**src/rtl/paralelo_serial_pkg.sv**
```systemverilog
// Shared constants and state encoding for the parallel-to-serial transmitter.
package paralelo_serial_pkg;

  localparam int unsigned SymbolWidth = 8;
  localparam logic [SymbolWidth-1:0] ComSymbolDefault = 8'hBC;

  typedef enum logic {
    StTrain  = 1'b0,
    StActive = 1'b1
  } state_e;

endpackage

```
**src/rtl/paralelo_serial_piso8.sv**
```systemverilog
// 8-bit parallel-in/serial-out shift register, MSB shifted out first.
module paralelo_serial_piso8
  import paralelo_serial_pkg::*;
(
  input  logic                   clk_i,
  input  logic                   rst_ni,
  input  logic                   load_i,
  input  logic [SymbolWidth-1:0] data_i,
  output logic                   serial_o
);

  logic [SymbolWidth-1:0] shift_q, shift_d;

  always_comb begin
    shift_d = load_i ? data_i : {shift_q[SymbolWidth-2:0], 1'b0};
  end

  always_ff @(posedge clk_i or negedge rst_ni) begin
    if (!rst_ni) begin
      shift_q <= '0;
    end else begin
      shift_q <= shift_d;
    end
  end

  assign serial_o = shift_q[SymbolWidth-1];

endmodule

```
**src/rtl/paralelo_serial.sv**
```systemverilog
// Serialises the mux-chain byte stream MSB first, preceded by a COM training burst after reset.
module paralelo_serial
  import paralelo_serial_pkg::*;
#(
  parameter logic [SymbolWidth-1:0] COM_SYMBOL  = ComSymbolDefault,
  parameter int unsigned            TRAIN_COUNT = 4
) (
  input  logic                   clk_32f,
  input  logic                   reset,
  input  logic [SymbolWidth-1:0] data_000,
  input  logic                   valid_000,
  output logic                   data_out,
  output logic                   symbol_start,
  output logic                   link_active
);

  localparam logic [3:0] TrainCnt = 4'(TRAIN_COUNT);

  logic [2:0]             bit_cnt_q, bit_cnt_d;
  logic [3:0]             train_cnt_q, train_cnt_d;
  state_e                 state_q, state_d;
  logic                   load;
  logic [SymbolWidth-1:0] next_sym;
  logic [SymbolWidth-1:0] input_sym;

  assign load      = (bit_cnt_q == 3'd7);
  assign bit_cnt_d = bit_cnt_q + 3'd1;
  assign input_sym = valid_000 ? data_000 : COM_SYMBOL;

  // Once TRAIN_COUNT COMs are out, the next load edge samples inputs and raises link_active.
  always_comb begin
    state_d     = state_q;
    train_cnt_d = train_cnt_q;
    next_sym    = COM_SYMBOL;
    if (load) begin
      unique case (state_q)
        StTrain: begin
          if (train_cnt_q == TrainCnt) begin
            next_sym = input_sym;
            state_d  = StActive;
          end else begin
            train_cnt_d = train_cnt_q + 4'd1;
          end
        end
        StActive: next_sym = input_sym;
        default:  state_d = StTrain;
      endcase
    end
  end

  always_ff @(posedge clk_32f or negedge reset) begin
    if (!reset) begin
      bit_cnt_q   <= 3'd7;
      train_cnt_q <= 4'd0;
      state_q     <= StTrain;
    end else begin
      bit_cnt_q   <= bit_cnt_d;
      train_cnt_q <= train_cnt_d;
      state_q     <= state_d;
    end
  end

  paralelo_serial_piso8 u_piso8 (
    .clk_i    (clk_32f),
    .rst_ni   (reset),
    .load_i   (load),
    .data_i   (next_sym),
    .serial_o (data_out)
  );

  // bit_cnt sits at 7 during reset, so this is only reachable after an edge.
  assign symbol_start = (bit_cnt_q == 3'd0);
  assign link_active  = (state_q == StActive);

endmodule

```
**config.mk**
```make
export PLATFORM = sky130hd
export DESIGN_NAME = paralelo_serial
export DESIGN_NICKNAME = d
export VERILOG_FILES = /design/src/rtl/paralelo_serial_pkg.sv /design/src/rtl/paralelo_serial_piso8.sv /design/src/rtl/paralelo_serial.sv
export SDC_FILE = /design/constraint.sdc
export NUM_CORES = 1
export LEC_CHECK = 0
export ABC_CLOCK_PERIOD_IN_PS = 1600
export CAP_MARGIN = 40
export CORE_MARGIN = 2
export CORE_UTILIZATION = 43
export DETAILED_ROUTE_END_ITERATION = 6
export HOLD_SLACK_MARGIN = 0.08
export PLACE_DENSITY_LB_ADDON = 0.3
export RECOVER_POWER = 50
export SLEW_MARGIN = 10
export SYNTH_ARGS = -nofsm -noshare
export SYNTH_HDL_FRONTEND = slang
export SYNTH_SLANG_ARGS = --single-unit
```
**constraint.sdc**
```tcl
create_clock -name clk_32f -period 1.6 [get_ports clk_32f]
set_input_delay 0.32 -clock clk_32f [delete_from_list [all_inputs] [get_ports clk_32f]]
set_output_delay 0.32 -clock clk_32f [all_outputs]
set_load 0.03 [all_outputs]
```
==> metrics.md, run 1 <==
| Metric | Value |
|---|---|
| Status | `finished, final reports clean` |
| Antenna diode count | `0` |
| GP Congestion | `0.713` |
| Worst-path clk slew | `90 ps` |
| Layout Nets | `95` |
| Area grow syn2layout | `35.5%` |
| Post-Route Setup TNS | `0 ps` |
| Total track usage | `14.1%` |
| Cells after Synth | `54` |
| Horiz. Die Dim | `44.9 microns` |
| Remaining antenna violation count | `0` |
| CTS tree | `built` |
| Placed cell count | `87` |
| DR vias | `471` |
| Post-synthesis compound-gate area fraction | `14.6%` |
| Worst VDD drop | `456 uV` |
| Place WS | `-162 ps` |
| Remaining DRCs | `0` |
| Vias in the first global route | `489` |
| Maxcap violations | `0` |
| DIE AREA | `2010 sq um` |
| Chip Height | `44.9 microns` |
| Simple-Gate Fraction of Synth Area | `8.19%` |
| Total Routed Length | `1160 microns` |
| Fin cells | `94` |
| Seq/Total Area, Yosys | `56.3%` |
| WS Path Type | `reg -> reg` |
| Setup Skew | `4.12 ps` |
| Post-synth cell types | `20` |
| Pin count of the biggest net entering global routing | `17` |
| Endpoint type of the worst setup path | `flip-flop` |
| Worst Path Required | `1770 ps` |
| Metal3 WL | `52 microns` |
| Synth Area in XOR/XNOR | `1.22%` |
| Met1 WL | `510 microns` |
| Period utilisation layout | `99.2%` |
| Highest routed layer | `met4` |
| Slew Limit Fails | `0` |
| Largest family of logic cells by synthesized area | `compound AO/OA/AOI/OAI gates` |
| Multiplexer share of the synthesized area | `4.18%` |
| Clock network latency to the later pin of the worst-skew pair | `280 ps` |
| Post-Synth Adder-Cell Area | `8.71%` |
| Initial DRC Count | `0` |
| H-tree Lvls | `1` |
| Net Count, Synth | `70` |
| Rows | `14` |
| Most frequent cells in the layout | `dfrtp_1, clkdlybuf4s50_1, inv_1` |
| Total CTS buffers | `3` |
| Share of cells above drive strength 1 | `34.6%` |
| Drt wl/cell | `12.3 microns` |
| Tightest Pin Transition | `828 ps` |
| Starting density of the core | `46.6%` |
| Post-DP HPWL | `824 microns` |
| RSZ-0062 raised after global routing | `true` |
| Arrival @ worst endpoint | `1760 ps` |
| Leakage power total | `0.478 nW` |
| Commonest non-fill, non-tap cell in the layout | `dfrtp_1` |
| F_max | `630 MHz` |
| Critical path startpoint category | `flip-flop` |
| PortBufs | `13` |
| Synth Register Bits | `16` |
| Fin crit period | `1590 ps` |
| DRT Pass-1 Iters | `1` |
| Power Dens Cells | `697 nW/um^2` |
| Mean number of vias per cell | `5.01` |
| Mapped cell area | `718 sq um` |
| Initial antenna violation count | `0` |
| Hold/Removal Path Class | `reg -> reg` |
| Final Power | `678 uW` |
| Slew margin rel. | `44.8%` |
| Fin. Hold Viols | `0` |
| CTS sink count | `16` |
| Clk buf depth | `2` |
| Overflow after GRT | `0` |
| # setup viols final | `0` |
| DR WL met2 | `576 microns` |
| CP Max Fanout | `3` |
| Total core area | `1540 sq um` |
| First-pass GRT wire length | `1980 microns` |
| Syn. warnings | `0` |
| Syn_area_per_cell | `13.3 sq um` |
| CTS root buffer | `clkbuf_4` |
| Worst setup margin | `13.3 ps` |
| # IOs | `14` |
Yosys cell counts (all sizes together):
cell	number	share of area [%]
xnor2	1	1.2
inv	10	5.2
nor2b	1	0.87
buf	1	1.6
and2b	1	1.4
nand2b	1	1.9
a21oi	1	0.70
ha	5	8.7
and3b	1	1.2
dfstp	3	11
o22ai	2	1.7
a21boi	1	1.0
o22a	5	6.1
a31oi	1	0.87
mux2	2	4.2
o211ai	1	3.0
a21o	1	1.2
nor2	2	1.0
dfrtp	13	45
nand4	1	1.7
worst max-delay path, stage by stage, from the launching register on:
cell and delay [ps]:
dfstp_2 550, ha_2 200, ha_4 140, and2b_4 180, nand4_2 110, mux2_4 300
where the power goes:
group          leakage [nW]  switching [mW]  internal (mW)
sequential            0.185         0.00223          0.413
combinational         0.278          0.0174         0.0290
clock                0.0150           0.120         0.0967
total                 0.478           0.139          0.539
flip-flops by register name, summed over array words and instances, names as in the netlist:
name	flops
link_active	1
train_cnt_q	4
u_piso8.shift_q	8
bit_cnt_q	3
per-stage QoR:
stage | hold slack (ps) | area (sq um) | util [%]
final | 477 | 973 | 63.1
after global routing | 493 | 973 | 63.1
after global placement | 453 | 895 | 58.0
after CTS | 347 | 943 | 61.2
after floorplan | 24.4 | 718 | -
after detailed placement | 458 | 895 | 58.0
cell type report:
cell class | count | area [sq um]
well taps | 16 | 20.0
multi-input cells | 27 | 300
fillers | 131 | 568
inverters | 10 | 37.5
clock buffers | 4 | 26.3
repair buffers | 21 | 185
flip-flops and latches | 16 | 404
metal layers:
layer / track usage [%] / vias to the layer above
li1: - / 231
met1: 16.3 / 225
met2: 24.1 / 11
met3: 3.60 / 4
met4: 7.06 / 0
met5: 0 / -
path summary, 6_finish.rpt:
check	startpoint	end	slack (ps)	cells after the start
min in group asynchronous	reset	u_piso8.shift_q[5]$_DFF_PN0_	640	2
min	u_piso8.shift_q[4]$_DFF_PN0_	u_piso8.shift_q[5]$_DFF_PN0_	480	1
max in group asynchronous	reset	train_cnt_q[0]$_DFFE_PN0P_	450	2
max reg2reg	bit_cnt_q[0]$_DFF_PN1_	train_cnt_q[3]$_DFFE_PN0P_	10	5
max	bit_cnt_q[0]$_DFF_PN1_	train_cnt_q[3]$_DFFE_PN0P_	10	5
min reg2reg	u_piso8.shift_q[4]$_DFF_PN0_	u_piso8.shift_q[5]$_DFF_PN0_	480	1
cells by family after synthesis:
kind of cell	after synthesis
AO/OA/AOI/OAI	12
XOR/XNOR	1
AND/OR/NAND/NOR	7
buffers and inverters	11
flip-flops	16
multiplexers	2
adder cells (fa/ha/maj)	5
repair_timing:
item | 4_1_cts | 5_1_grt
cloned | 0 | 0
buffers inserted | 2 | 1
pin swaps | 1 | 1
endpoints found under the setup margin | 4 | 6
hold buffers | 0 | 0
resized for setup | 12 | 5
No activity file was read; power rests on OpenSTA's default activity.
==> inputs of run 2 (changes only) <==
--- a/config.mk
+++ b/config.mk
@@ -13,7 +13,7 @@
 export HOLD_SLACK_MARGIN = 0.08
 export PLACE_DENSITY_LB_ADDON = 0.3
 export RECOVER_POWER = 50
-export SLEW_MARGIN = 10
+export SLEW_MARGIN = 20
 export SYNTH_ARGS = -nofsm -noshare
 export SYNTH_HDL_FRONTEND = slang
 export SYNTH_SLANG_ARGS = --single-unit
==> results of run 2 <==
Same layout as run 1: the final DEF is identical, and so are final timing and power.
==> inputs of run 3 (changes only) <==
--- a/config.mk
+++ b/config.mk
@@ -6,7 +6,6 @@
 export NUM_CORES = 1
 export LEC_CHECK = 0
 export ABC_CLOCK_PERIOD_IN_PS = 1600
-export CAP_MARGIN = 40
 export CORE_MARGIN = 2
 export CORE_UTILIZATION = 43
 export DETAILED_ROUTE_END_ITERATION = 6
==> results of run 3 <==
Same layout as run 1: the final DEF is identical, and so are final timing and power.
